==> src/rtl/fetch_stage_pkg.sv <==
// Shared fetch-stage definitions: reset/NOP/HLT constants, instruction fields, IF/ID record, adder.
// Latency: n/a (types, constants and a combinational helper only).
// Backpressure: n/a.
package fetch_stage_pkg;

    typedef logic [15:0] word_t;

    // Instruction field ranges
    localparam int OPC_MSB = 15;
    localparam int OPC_LSB = 12;

    localparam word_t      RESET_PC_DEF  = 16'h0000;
    localparam word_t      NOP_INSTR_DEF = 16'h0000;   // ADD $0,$0,$0
    localparam logic [3:0] HLT_OPC_DEF   = 4'hF;

    // Contents of the IF/ID pipeline register
    typedef struct packed {
        word_t instr;
        word_t pc_next;
        logic  valid;
    } if_id_t;

    // 16-bit carry-lookahead add/subtract (sub=1 gives a-b). Carry out is
    // dropped, so the result wraps modulo 2^16.
    function automatic word_t cla_add16(input word_t a, input word_t b, input logic sub);
        word_t       bb;
        word_t       g;
        word_t       p;
        logic [15:0] c;
        bb   = sub ? ~b : b;
        g    = a & bb;
        p    = a ^ bb;
        c[0] = sub;
        for (int i = 0; i < 15; i++) begin
            c[i+1] = g[i] | (p[i] & c[i]);
        end
        return p ^ c;
    endfunction

endpackage

==> src/rtl/fetch_stage_if.sv <==
// Fetch-stage bundle: hazard/branch inputs, instruction-memory port, IF/ID outputs and stats.
// Latency: n/a (wiring only).
// Backpressure: stall holds the stage; master = fetch stage, slave = surrounding pipeline/memory.
interface fetch_stage_if;
    import fetch_stage_pkg::*;

    logic  stall;
    logic  branch_taken;
    word_t PC_branch;
    word_t imem_addr;
    word_t imem_data;
    word_t IF_ID_instr;
    word_t IF_ID_PC_next;
    logic  IF_ID_valid;
    logic  fetch_halted;
    word_t fetch_cnt;
    word_t flush_cnt;

    modport master (
        input  stall, branch_taken, PC_branch, imem_data,
        output imem_addr, IF_ID_instr, IF_ID_PC_next, IF_ID_valid,
               fetch_halted, fetch_cnt, flush_cnt
    );

    modport slave (
        output stall, branch_taken, PC_branch, imem_data,
        input  imem_addr, IF_ID_instr, IF_ID_PC_next, IF_ID_valid,
               fetch_halted, fetch_cnt, flush_cnt
    );
endinterface

==> src/rtl/fetch_stage_if_id_reg.sv <==
// Pipeline stage register {instr, pc_next, valid} with write enable and flush.
// Latency: 1 cycle from *_i to *_o.
// Backpressure: wen_i=0 holds contents bit-for-bit; flush_i loads a NOP bubble and overrides wen_i.
// Ports: clk, rst_n (async, active low); wen_i, flush_i; instr_i/pc_next_i/valid_i in; instr_o/pc_next_o/valid_o out.
module if_id_reg
    import fetch_stage_pkg::*;
#(
    parameter word_t NOP_INSTR = NOP_INSTR_DEF
) (
    input  logic  clk,
    input  logic  rst_n,
    input  logic  wen_i,
    input  logic  flush_i,
    input  word_t instr_i,
    input  word_t pc_next_i,
    input  logic  valid_i,
    output word_t instr_o,
    output word_t pc_next_o,
    output logic  valid_o
);

    localparam if_id_t BUBBLE = '{instr: NOP_INSTR, pc_next: 16'h0000, valid: 1'b0};

    if_id_t stage_q;
    if_id_t stage_d;

    always_comb begin
        stage_d = stage_q;
        if (flush_i) begin
            stage_d = BUBBLE;
        end else if (wen_i) begin
            stage_d = '{instr: instr_i, pc_next: pc_next_i, valid: valid_i};
        end
    end

    always_ff @(posedge clk or negedge rst_n) begin
        if (!rst_n) begin
            stage_q <= BUBBLE;
        end else begin
            stage_q <= stage_d;
        end
    end

    assign instr_o   = stage_q.instr;
    assign pc_next_o = stage_q.pc_next;
    assign valid_o   = stage_q.valid;

endmodule

==> src/rtl/fetch_stage.sv <==
// Instruction fetch + IF/ID register: PC, imem address, static not-taken prediction, HLT freeze.
// Latency: imem_data at PC appears on IF_ID_* one edge later; taken branch target reaches IF/ID two edges later.
// Backpressure: stall holds PC, IF/ID and halt state indefinitely; a taken branch overrides stall.
// Ports: clk, rst_n (async, active low); bus (fetch_stage_if.master): stall, branch_taken, PC_branch,
//        imem_data in; imem_addr, IF_ID_instr, IF_ID_PC_next, IF_ID_valid, fetch_halted, fetch_cnt, flush_cnt out.
// Build option: define FETCH_STATS_EN for saturating fetch/flush counters; otherwise both read 0.
module fetch_stage
    import fetch_stage_pkg::*;
#(
    parameter word_t      RESET_PC  = RESET_PC_DEF,
    parameter word_t      NOP_INSTR = NOP_INSTR_DEF,
    parameter logic [3:0] HLT_OPC   = HLT_OPC_DEF
) (
    input logic           clk,
    input logic           rst_n,
    fetch_stage_if.master bus
);

    word_t pc_q;
    word_t pc_d;
    logic  halted_q;
    logic  halted_d;
    word_t pc_plus2;
    word_t pc_target;
    logic  is_hlt;
    logic  do_flush;
    logic  do_fetch;
    logic  ifid_flush;

    assign pc_plus2  = cla_add16(pc_q, 16'h0002, 1'b0);
    // Bit 0 of the target is ignored: instructions are halfword aligned.
    assign pc_target = bus.PC_branch & 16'hFFFE;
    assign is_hlt    = (bus.imem_data[OPC_MSB:OPC_LSB] == HLT_OPC);

    // Priority: branch > stall > halted > normal fetch.
    assign do_flush   = bus.branch_taken;
    assign do_fetch   = !bus.branch_taken && !bus.stall && !halted_q;
    // While halted (and not stalled) IF/ID is refilled with bubbles.
    assign ifid_flush = do_flush || (!bus.stall && halted_q);

    always_comb begin
        pc_d     = pc_q;
        halted_d = halted_q;
        if (do_flush) begin
            pc_d     = pc_target;
            halted_d = 1'b0;
        end else if (do_fetch) begin
            // HLT itself is passed to decode, but the PC stops on it.
            if (is_hlt) begin
                halted_d = 1'b1;
            end else begin
                pc_d = pc_plus2;
            end
        end
    end

    always_ff @(posedge clk or negedge rst_n) begin
        if (!rst_n) begin
            pc_q     <= RESET_PC & 16'hFFFE;
            halted_q <= 1'b0;
        end else begin
            pc_q     <= pc_d;
            halted_q <= halted_d;
        end
    end

    assign bus.imem_addr    = pc_q;
    assign bus.fetch_halted = halted_q;

    if_id_reg #(
        .NOP_INSTR (NOP_INSTR)
    ) u_if_id (
        .clk       (clk),
        .rst_n     (rst_n),
        .wen_i     (do_fetch),
        .flush_i   (ifid_flush),
        .instr_i   (bus.imem_data),
        .pc_next_i (pc_plus2),
        .valid_i   (1'b1),
        .instr_o   (bus.IF_ID_instr),
        .pc_next_o (bus.IF_ID_PC_next),
        .valid_o   (bus.IF_ID_valid)
    );

`ifdef FETCH_STATS_EN
    word_t fetch_cnt_q;
    word_t fetch_cnt_d;
    word_t flush_cnt_q;
    word_t flush_cnt_d;

    // Both counters stick at all-ones rather than wrapping.
    always_comb begin
        fetch_cnt_d = fetch_cnt_q;
        flush_cnt_d = flush_cnt_q;
        if (do_fetch && (fetch_cnt_q != 16'hFFFF)) begin
            fetch_cnt_d = fetch_cnt_q + 16'h0001;
        end
        if (do_flush && (flush_cnt_q != 16'hFFFF)) begin
            flush_cnt_d = flush_cnt_q + 16'h0001;
        end
    end

    always_ff @(posedge clk or negedge rst_n) begin
        if (!rst_n) begin
            fetch_cnt_q <= 16'h0000;
            flush_cnt_q <= 16'h0000;
        end else begin
            fetch_cnt_q <= fetch_cnt_d;
            flush_cnt_q <= flush_cnt_d;
        end
    end

    assign bus.fetch_cnt = fetch_cnt_q;
    assign bus.flush_cnt = flush_cnt_q;
`else
    assign bus.fetch_cnt = 16'h0000;
    assign bus.flush_cnt = 16'h0000;
`endif

endmodule

==> src/flat_wrapper.sv <==
// flat-port wrapper written by rule: the top's interface ports become plain ports
module fetch_stage_flat import fetch_stage_pkg::*;
#(
    parameter word_t      RESET_PC  = RESET_PC_DEF,
    parameter word_t      NOP_INSTR = NOP_INSTR_DEF,
    parameter logic [3:0] HLT_OPC   = HLT_OPC_DEF
)
  (clk, rst_n, bus_stall, bus_branch_taken, bus_PC_branch, bus_imem_data, bus_imem_addr, bus_IF_ID_instr, bus_IF_ID_PC_next, bus_IF_ID_valid, bus_fetch_halted, bus_fetch_cnt, bus_flush_cnt);
  fetch_stage_if bus_i ();
  input logic clk;
  input logic rst_n;
  input wire logic [$bits(bus_i.stall)-1:0] bus_stall;
  input wire logic [$bits(bus_i.branch_taken)-1:0] bus_branch_taken;
  input wire logic [$bits(bus_i.PC_branch)-1:0] bus_PC_branch;
  input wire logic [$bits(bus_i.imem_data)-1:0] bus_imem_data;
  output wire logic [$bits(bus_i.imem_addr)-1:0] bus_imem_addr;
  output wire logic [$bits(bus_i.IF_ID_instr)-1:0] bus_IF_ID_instr;
  output wire logic [$bits(bus_i.IF_ID_PC_next)-1:0] bus_IF_ID_PC_next;
  output wire logic [$bits(bus_i.IF_ID_valid)-1:0] bus_IF_ID_valid;
  output wire logic [$bits(bus_i.fetch_halted)-1:0] bus_fetch_halted;
  output wire logic [$bits(bus_i.fetch_cnt)-1:0] bus_fetch_cnt;
  output wire logic [$bits(bus_i.flush_cnt)-1:0] bus_flush_cnt;
  assign bus_i.stall = bus_stall;
  assign bus_i.branch_taken = bus_branch_taken;
  assign bus_i.PC_branch = bus_PC_branch;
  assign bus_i.imem_data = bus_imem_data;
  assign bus_imem_addr = bus_i.imem_addr;
  assign bus_IF_ID_instr = bus_i.IF_ID_instr;
  assign bus_IF_ID_PC_next = bus_i.IF_ID_PC_next;
  assign bus_IF_ID_valid = bus_i.IF_ID_valid;
  assign bus_fetch_halted = bus_i.fetch_halted;
  assign bus_fetch_cnt = bus_i.fetch_cnt;
  assign bus_flush_cnt = bus_i.flush_cnt;
  fetch_stage #(.RESET_PC(RESET_PC), .NOP_INSTR(NOP_INSTR), .HLT_OPC(HLT_OPC)) u_core (.clk(clk), .rst_n(rst_n), .bus(bus_i));
endmodule
==> config.mk <==
export PLATFORM = sky130hd
export DESIGN_NAME = fetch_stage_flat
export DESIGN_NICKNAME = d
export VERILOG_FILES = /design/src/rtl/fetch_stage_pkg.sv /design/src/rtl/fetch_stage_if.sv /design/src/rtl/fetch_stage_if_id_reg.sv /design/src/rtl/fetch_stage.sv /design/src/flat_wrapper.sv
export SDC_FILE = /design/constraint.sdc
export NUM_CORES = 1
export LEC_CHECK = 0
export ABC_AREA = 1
export BUFFER_PORTS_ARGS = -buffer_cell sky130_fd_sc_hd__buf_4
export CAP_MARGIN = 10
export CELL_PAD_IN_SITES_DETAIL_PLACEMENT = 1
export CELL_PAD_IN_SITES_GLOBAL_PLACEMENT = 1
export CORE_MARGIN = 2
export CORE_UTILIZATION = 30
export DETAILED_ROUTE_END_ITERATION = 6
export GPL_TIMING_DRIVEN = 0
export HOLD_SLACK_MARGIN = 0.15
export PLACE_DENSITY = 0.77
export SYNTH_ARGS = -nofsm -noshare
export SYNTH_HDL_FRONTEND = slang
export SYNTH_SLANG_ARGS = --single-unit
==> constraint.sdc <==
create_clock -name clk -period 3.1 [get_ports clk]
set_clock_uncertainty 0.15 [all_clocks]
set_input_delay 0.31 -clock clk [delete_from_list [all_inputs] [get_ports clk]]
set_output_delay 0.31 -clock clk [all_outputs]
set_load 0.02 [all_outputs]
==> results of run 1 <==
per-layer routing:
metal	track usage, %	part of all wire (%)	up-vias	wire, um
met2	33.2	52	78	4180
met3	2.74	5.3	12	428
met1	20.9	42	1156	3370
met4	5.12	1.5	0	124
li1	-	-	1185	-
met5	0	0	-	0
critical path, cell delays in order (launching register included):
cell and delay (ns):
dfrtp_2 0.44, ha_4 0.17, ha_4 0.16, ha_4 0.16
ha_4 0.16, ha_4 0.15, ha_4 0.16, ha_4 0.15
ha_4 0.15, ha_4 0.16, ha_4 0.16, ha_4 0.16
ha_4 0.16, ha_4 0.25, inv_2 0.03, o21ai_2 0.09
nand3_1 0.07, nand2_1 0.07
final timing paths:
check / start / to / slack, ns / depth (start not counted)
setup / recovery: u_core.bus.imem_addr[1]$_DFFE_PN0P_ / u_core.bus.imem_addr[14]$_DFFE_PN0P_ / 0.04 / 17
hold / removal: bus_stall / u_core.u_if_id.instr_o[0]$_DFFE_PN0P_ / 0.18 / 4
setup reg to reg: u_core.bus.imem_addr[1]$_DFFE_PN0P_ / u_core.bus.imem_addr[14]$_DFFE_PN0P_ / 0.04 / 17
hold reg to reg: u_core.u_if_id.valid_o$_DFFE_PN0P_ / u_core.u_if_id.valid_o$_DFFE_PN0P_ / 0.33 / 1
max in group asynchronous: rst_n / u_core.bus.imem_addr[2]$_DFFE_PN0P_ / 1.94 / 2
min in group asynchronous: rst_n / u_core.u_if_id.instr_o[3]$_DFFE_PN0P_ / 0.41 / 2
state kept, by name (all words and copies together), names as in the netlist:
signal                    cells
u_core.bus.fetch_halted       1
u_core.u_if_id.valid_o        1
u_core.bus.imem_addr         15
u_core.u_if_id.instr_o       16
u_core.u_if_id.pc_next_o     15
synth_stat cells:
cell / instances
a21oi_1: 2
buf_2: 7
buf_4: 35
clkbuf_1: 6
conb_1: 1
dfrtp_1: 48
ha_1: 13
inv_1: 19
inv_2: 1
nand2_1: 90
nand2_2: 2
nand3_1: 47
nand3_2: 1
nor2_1: 1
nor2_2: 1
o21a_1: 1
o21ai_0: 28
layout by cell type, fill, tap and decap left out, drive strengths merged:
| cell type | instances |
|---|---|
| a21oi | 2 |
| buf | 126 |
| clkbuf | 14 |
| conb | 34 |
| dfrtp | 48 |
| dlygate4sd3 | 18 |
| ha | 13 |
| inv | 20 |
| nand2 | 92 |
| nand3 | 48 |
| nor2 | 2 |
| o21a | 1 |
| o21ai | 28 |
report_power, final:
part | total [W] | switching (W) | internal (W)
clock network | 0.000392 | 0.000209 | 0.000182
logic | 0.000538 | 0.000307 | 0.000231
registers | 0.000756 | 0.0000635 | 0.000693
cell type report:
cell class,count,area [sq um]
Fill cell,989,4320
Multi-Input combinational cell,220,1230
Sequential cell,48,1200
Timing Repair Buffer,102,811
Buffer,48,320
Tap cell,105,131
Clock buffer,8,90.1
Inverter,20,75.1
repair_timing:
item | 4_1_cts | 5_1_grt
resized for setup | 14 | 5
pin swaps | 2 | 4
buffers inserted | 2 | 0
hold buffers | 18 | 0
endpoints found under the setup margin | 5 | 3
endpoints found under the hold margin | 65 | 0
gates cloned | 0 | 0
per-stage QoR:
stage                     utilization, %  cell area [sq um]  hold slack (ns)  setup TNS (ns)
after floorplan                        -               2680           -0.136               0
after global placement              41.9               3430            0.225          -0.354
after detailed placement            41.9               3430            0.226          -0.542
after CTS                           47.1               3850            0.162               0
after global routing                47.2               3860            0.206         -0.0605
final                               47.2               3860            0.178               0
logic make-up (layout without fill, tap and decap cells):
group           Yosys count  in the layout
flops                    48             48
buf+inv                  68            178
other cells               1             34
simple gates            142            142
fa+ha+maj                13             13
compound gates           31             31
==> flow_summary.ini, run 1 <==
[run]
drv_cap = 0

[power_and_ir_drop]
ir_drop_mv = 0.224
power_w = 0.00169
p_per_area_nw_per_um2 = 437
cellLeakagePower_nw = 2.09

[synthesis]
synthAdderAreaFrac_pct = 6.44
synth_area_leader_cell = dfrtp_1
syn-cell-area_sq_um = 2530
syn_inst = 303
yosysSeqAreaShare_pct = 47.5
yosys_warnings = 0
ys_types = 17
synth_compound_area_share_pct = 6.24
synthXorXnorAreaFrac_pct = 0
synth_top_family_by_area = simple AND/OR/NAND/NOR gates
synth_mux_area_share_pct = 0
synthSimpleGateAreaFrac_pct = 24.0
synth-seq-cells = 48
synth.top_cells.by_area = dfrtp_1 (48%), nand2_1 (13%), buf_4 (10%)
syn_avg_cell_area_sq_um = 8.34
synth.top_cell.area_share_pct = 47.5

[cts]
cts_tree = built
h-tree-depth = 2
clk_path_buf_depth = 2
clk_latency_ns = 0.30
clk_pin_slew_ns = 0.09
clock-sinks = 48
clock-root-buffer = clkbuf_8
cts_made_buffers = 5

[floorplanning]
start_util_pct = 30.9
coreArea_sq_um = 8180
dieArea_sq_um = 9170
die_w_um = 95.8
ios = 118
die_h_um = 95.8
rows = 33

[placed_design]
gp_congestion = 0.745
placed_cells = 523
portBuffers = 82
pre_cts_ws_ns = -0.170
dp_hpwl_um = 5730

[global_route]
antenna_found_initial = 0
grt_max_degree = 49
grtUsageTotal_pct = 17.8
grt_first_pass_wirelength_um = 12400
grt_pass1_vias = 2557
grt.overflow.total = 0

[layout]
drive_above_1_share_pct = 35.2
syn2layout_area_growth_pct = 52.7
antennaDiodeCount = 0
fin_nets = 494
final_cells = 551

[timing]
timing.final.crit_period_ns = 3.06
finalCritPeriodShare_pct = 98.7
maxSlewViolCount = 0
rsz0062_at_grt = true
setup_violations = 0
maxSlewHeadroom_pct = 58.3
worst_slack_ns = 0.0404
hold_violations = 0
max_clock_freq_mhz = 327
worst_pin_slew_ns = 0.626

[run_status]
status = finished clean

[critical_path]
required_ns = 3.20
worstSetupEndpointType = flop
criticalPathCategory = flop to flop
cp_data_arrival_time_ns = 3.16
crit_path_max_fanout = 2
start_kind = flop

[routing]
dr.pass1.iters = 4
avgViaCountPerCell = 4.41
drtAntennaViolNets = 0
drc = 0
finalWirelength_um = 8100
drt_iter0_drc = 40
vias = 2431
wl_per_cell_um = 14.7

[hold_path]
hold_class = input port to flop
No activity file was read; power rests on OpenSTA's default activity.
==> run 2, diff against run 1 <==
- CORE_UTILIZATION: 30 -> 33
- PLACE_DENSITY: 0.77 -> 0.8
- REMOVE_ABC_BUFFERS: not set -> 1
- clock period: 3.1 -> 3.3 ns (I/O delays scaled with it)
==> run 2 against run 1 <==
  * Design area down 7.9%
  * Total power up 3.4%
  * Final cell count down 9.8%
  * Utilization up 1.3 points
  * Worst hold slack better by 0.010 ns
  * Largest power group unchanged
==> flow_summary.ini, run 2 (same netlist as run 1, synthesis figures left out) <==
[critical_path]
crit_path_max_fanout = 2
cp_data_arrival_time_ns = 3.27
ff2ff_setup_slack_ns = 0.12
start_kind = flop
rr_worst_depth = 17
criticalPathCategory = flop to flop
cpMostUsedCell = ha_4
required_ns = 3.39
critPathMaxStageDelay_ns = 0.39
r2r-end = u_core.bus.imem_addr[14]$_DFFE_PN0P_
reg2reg_from = u_core.bus.imem_addr[2]$_DFFE_PN0P_
worstSetupEndpointType = flop
critPathSlowestCell = dfrtp_1
crit_chain = ha_2 > ha_4 > ha_4 > ha_4 > ha_4 > ha_4 > ha_4 > ha_4 > ha_4 > ha_4 > ha_2 > ha_2 > ha_2 > inv_1 > o21ai_1 > nand3_1 > nand2_1

[floorplanning]
coreArea_sq_um = 7330
ios = 118
dieArea_sq_um = 8370
start_util_pct = 34.5
die_h_um = 91.5
rows = 31
die_w_um = 91.5

[cts]
clock-root-buffer = clkbuf_8
clk_path_buf_depth = 2
clock-sinks = 48
clk_latency_ns = 0.30
h-tree-depth = 2
cts_tree = built
clk_pin_slew_ns = 0.09
cts_made_buffers = 5

[timing]
setup_violations = 0
rsz0062_at_grt = false
maxSlewHeadroom_pct = 39.4
timing.hold.ws_ns = 0.188
finalCritPeriodShare_pct = 96.4
worst_pin_slew_ns = 0.907
maxSlewViolCount = 0
max_clock_freq_mhz = 314
tns_ns = 0
hold_violations = 0
timing.final.crit_period_ns = 3.18

[global_route]
grt_pass1_vias = 2296
grt.overflow.total = 0
antenna_found_initial = 0
grt_max_degree = 49
grt_busiest_layer = met2
grt_util_met1_pct = 21.7
gr-usage-met2_pct = 29.1
gr-usage-met3_pct = 2.99
grt_first_pass_wirelength_um = 11400
grtUsageTotal_pct = 16.8

[power_and_ir_drop]
p_per_area_nw_per_um2 = 490
ir_drop_mv = 0.217
cellLeakagePower_nw = 1.90
power_w = 0.00174

[hold_path]
worstHoldStart = bus_PC_branch[15]
hold_class = input port to flop
min_delay_worst_endpoint = u_core.bus.imem_addr[15]$_DFFE_PN0P_
min_delay_path_depth = 5

[routing]
drt_iter0_drc = 59
vias = 2280
finalWirelength_um = 6970
wl_per_cell_um = 14.0
avgViaCountPerCell = 4.59
drc = 0
dr.pass1.iters = 4
drtAntennaViolNets = 0

[layout]
antennaDiodeCount = 0
syn2layout_area_growth_pct = 40.7
drive_above_1_share_pct = 28.1
largest_reg_flops = 16
fin_nets = 446
layout_common_cells = nand2_1 (90), buf_4 (85), dfrtp_1 (48)
final_common_cell = nand2_1

[placed_design]
gp_congestion = 0.728
portBuffers = 82
dp_hpwl_um = 4520

[run]
drv_cap = 0

[run_status]
status = finished clean
==> run 2: cell types whose count changed in the layout (fill, tap and decap cells not counted), sizes merged <==
| cell | before | now |
|---|---|---|
| dlygate4sd3 | 18 | 17 |
| buf | 126 | 85 |
| bufinv | 0 | 3 |
| clkbuf | 14 | 5 |
==> run 2: worst max-delay path, delay by kind of cell, from the launching register on <==
kind / cells / cell delay (ns)
buffers and inverters: 1 / 0.04
flip-flops: 1 / 0.39
AO/OA/AOI/OAI: 1 / 0.12
AND/OR/NAND/NOR: 2 / 0.18
adder cells (fa/ha/maj): 13 / 2.23
==> run 2: worst max path at each step <==
stage                                                   start                              endpoint  slack, ns  cells after the start
after detailed placement  u_core.bus.imem_addr[1]$_DFFE_PN0P_  u_core.bus.imem_addr[14]$_DFFE_PN0P_      -0.28                     17
after CTS                 u_core.bus.imem_addr[1]$_DFFE_PN0P_  u_core.bus.imem_addr[14]$_DFFE_PN0P_      0.005                     17
after global routing      u_core.bus.imem_addr[2]$_DFFE_PN0P_  u_core.bus.imem_addr[14]$_DFFE_PN0P_     0.0004                     17
after floorplan           u_core.bus.imem_addr[1]$_DFFE_PN0P_  u_core.bus.imem_addr[14]$_DFFE_PN0P_      -0.07                     17
after global placement    u_core.bus.imem_addr[1]$_DFFE_PN0P_  u_core.bus.imem_addr[14]$_DFFE_PN0P_      -0.24                     17
final                     u_core.bus.imem_addr[2]$_DFFE_PN0P_  u_core.bus.imem_addr[14]$_DFFE_PN0P_       0.12                     17
==> run 2: through the flow <==
stage | utilization [%] | setup slack (ns) | instance area [sq um] | instances
2_1_floorplan | - | -0.0664 | 2330 | 288
5_1_grt | 48.5 | 0.000390 | 3550 | 497
3_5_place_dp | 42.0 | -0.280 | 3080 | 469
6_report | 48.5 | 0.119 | 3550 | 497
3_3_place_gp | 41.9 | -0.237 | 3070 | 469
4_1_cts | 47.4 | 0.00474 | 3470 | 496
==> run 2: area by class of cell <==
cell class | instances | area [sq um]
well taps | 99 | 124
flip-flops and latches | 48 | 1200
fillers | 880 | 3780
clock buffers | 5 | 68.8
multi-input cells | 220 | 1190
clock inverters | 3 | 90.1
repair buffers | 102 | 808
inverters | 20 | 75.1
==> run 2: repair_timing <==
action,in CTS,in global routing
endpoints found under the setup margin,6,3
pin swaps,1,2
gates resized for setup,14,9
setup buffers,2,1
hold buffers,17,0
endpoints found under the hold margin,64,0
==> run 2: power by group <==
part           total [W]  switching (W)  internal, W  leakage [nW]
sequential      0.000704      0.0000546     0.000650         0.628
combinational   0.000453       0.000268     0.000185          1.19
clock           0.000585       0.000206     0.000379        0.0784
total            0.00174       0.000529      0.00121          1.90
==> run 2: per-layer routing <==
layer,vias up,share of wire (%)
li1,1093,-
met2,77,51
met4,0,1.2
met1,1103,42
met5,-,0
met3,7,5.5
==> run 3, diff against run 2 <==
- CORE_UTILIZATION: 33 -> 30
- PLACE_DENSITY: 0.8 -> 0.77
- SKIP_CTS_REPAIR_TIMING: not set -> 1
- clock period: 3.3 -> 2.65 ns (I/O delays scaled with it)
==> run 3 against run 2 <==
  * The flow now finishes with violations (negative setup slack)
  * Critical path depth unchanged
  * Final cell count up 1.2%
  * Via count up 0.75%
  * Highest routed layer unchanged
  * Clock-buffer cell count unchanged
  * Non-clock buffer count unchanged
  * Routed wire length up 2.6%
  * Combinational power up 27%
  * Clock power down 8.4%
  * Critical endpoint unchanged
  * Worst hold slack worse by 0.038 ns
==> flow_summary.ini, run 3 (same netlist as run 1, synthesis figures left out) <==
[run_status]
status = finished, violations left
failed_checks = negative setup slack

[layout]
design_area_sq_um = 3570
drive_above_1_share_pct = 30.4
fin_nets = 446
final_common_cell = nand2_1
layout_common_cells = nand2_1 (87), buf_4 (85), dfrtp_1 (48)
syn2layout_area_growth_pct = 41.4
antennaDiodeCount = 0
final_util_pct = 43.7
largest_reg_flops = 16

[hold_path]
hold_class = input port to flop
worstHoldStart = bus_PC_branch[15]

[timing]
worst_pin_slew_ns = 0.903
worst_slack_ns = -0.457
finalCritPeriodShare_pct = 117
setup_violations = 8
rsz0062_at_grt = true
maxSlewViolCount = 0
timing.final.crit_period_ns = 3.11
maxSlewHeadroom_pct = 39.7
max_clock_freq_mhz = 322
hold_violations = 0

[routing]
dr.pass1.iters = 4
top_layer = met4
drt_iter0_drc = 72
vias = 2297
drtAntennaViolNets = 0
met3_length_um = 446
finalWirelength_um = 7150
avgViaCountPerCell = 4.57
drc = 0
wl_met1_um = 2930
wl_per_cell_um = 14.2
dr_wl_met2_um = 3730

[floorplanning]
rows = 33
dieArea_sq_um = 9170
start_util_pct = 30.9
die_w_um = 95.8
coreArea_sq_um = 8180
die_h_um = 95.8
ios = 118

[power_and_ir_drop]
p_sw_share_pct = 33.6
pwr-share-clk_pct = 26.9
p_comb_share_pct = 28.9
seqPwrFrac_pct = 44.2
p_int_w = 0.00132
p_per_area_nw_per_um2 = 558
p_sw_w = 0.000670
cellLeakagePower_nw = 1.88
ir_drop_mv = 0.200

[critical_path]
criticalPathCategory = flop to flop
cp_data_arrival_time_ns = 3.20
required_ns = 2.74
startpoint = u_core.bus.imem_addr[2]$_DFFE_PN0P_
start_kind = flop
crit_path_max_fanout = 3
worstSetupEndpointType = flop
reg2reg_from = u_core.bus.imem_addr[2]$_DFFE_PN0P_

[global_route]
grtUsageTotal_pct = 14.7
antenna_found_initial = 0
grt.overflow.total = 0
grt_max_degree = 49
grt_first_pass_wirelength_um = 10500
grt_pass1_vias = 2203

[cts]
clk_path_buf_depth = 2
h-tree-depth = 2
cts_made_buffers = 5
clock-root-buffer = clkbuf_8
clk_pin_slew_ns = 0.09
clk_latency_ns = 0.30
cts_tree = built
clock-sinks = 48

[placed_design]
place_area_sq_um = 3090
gp_congestion = 0.710
portBuffers = 82
dp_hpwl_um = 4650

[run]
drv_cap = 0
-- run 3: final timing paths --
path / endpoint / cells after the start / slack, ns
setup / recovery: u_core.bus.imem_addr[14]$_DFFE_PN0P_ / 17 / -0.46
hold / removal: u_core.bus.imem_addr[15]$_DFFE_PN0P_ / 5 / 0.15
setup reg to reg: u_core.bus.imem_addr[14]$_DFFE_PN0P_ / 17 / -0.46
hold reg to reg: u_core.u_if_id.valid_o$_DFFE_PN0P_ / 1 / 0.34
max in group asynchronous: u_core.u_if_id.instr_o[1]$_DFFE_PN0P_ / 2 / 1.54
min in group asynchronous: u_core.u_if_id.instr_o[13]$_DFFE_PN0P_ / 2 / 0.37
-- run 3: through the flow --
step	setup slack [ns]	total power, W	std cells	hold slack, ns	setup TNS [ns]
finish	-0.457	0.00199	503	0.150	-2.32
CTS	-0.954	0.00195	483	-0.149	-7.85
global route	-0.538	0.00212	503	0.164	-3.10
detailed placement	-0.926	0.00140	475	0.187	-8.41
global placement	-0.898	0.00138	475	0.181	-17.63
floorplan	-0.716	0.00115	288	-0.181	-4.49
-- run 3: worst max-delay path, stage by stage (launching register included) --
cell and delay [ns]:
dfrtp_1 0.41, ha_2 0.22, ha_4 0.17, ha_4 0.15, ha_4 0.15, ha_4 0.16
ha_4 0.16, ha_4 0.16, ha_4 0.15, ha_4 0.15, ha_4 0.15, ha_4 0.15
ha_4 0.16, ha_4 0.26, inv_2 0.03, o21ai_2 0.10, nand3_1 0.08, nand2_1 0.08
-- run 3: metal layers --
layer	up-vias	track usage (%)
met4	0	2.98
met1	1118	17.4
met3	6	3.52
met2	83	27.1
li1	1090	-
met5	-	0
-- run 3: power groups by stage --
stage	Sequential (W)	Combinational (W)	Clock, W
after global routing	0.000895	0.000642	0.000586
after global placement	0.000880	0.000503	0
final	0.000882	0.000575	0.000536
after floorplan	0.000970	0.000182	0
after CTS	0.000870	0.000519	0.000556
after detailed placement	0.000884	0.000519	0
-- run 3: cell type report --
type | instances | area [sq um]
tap | 105 | 131
clock inverter | 3 | 42.5
multi-input combinational | 220 | 1240
fill | 967 | 4600
sequential | 48 | 1200
clock buffer | 5 | 68.8
inverter | 20 | 75.1
timing repair buffer | 102 | 808
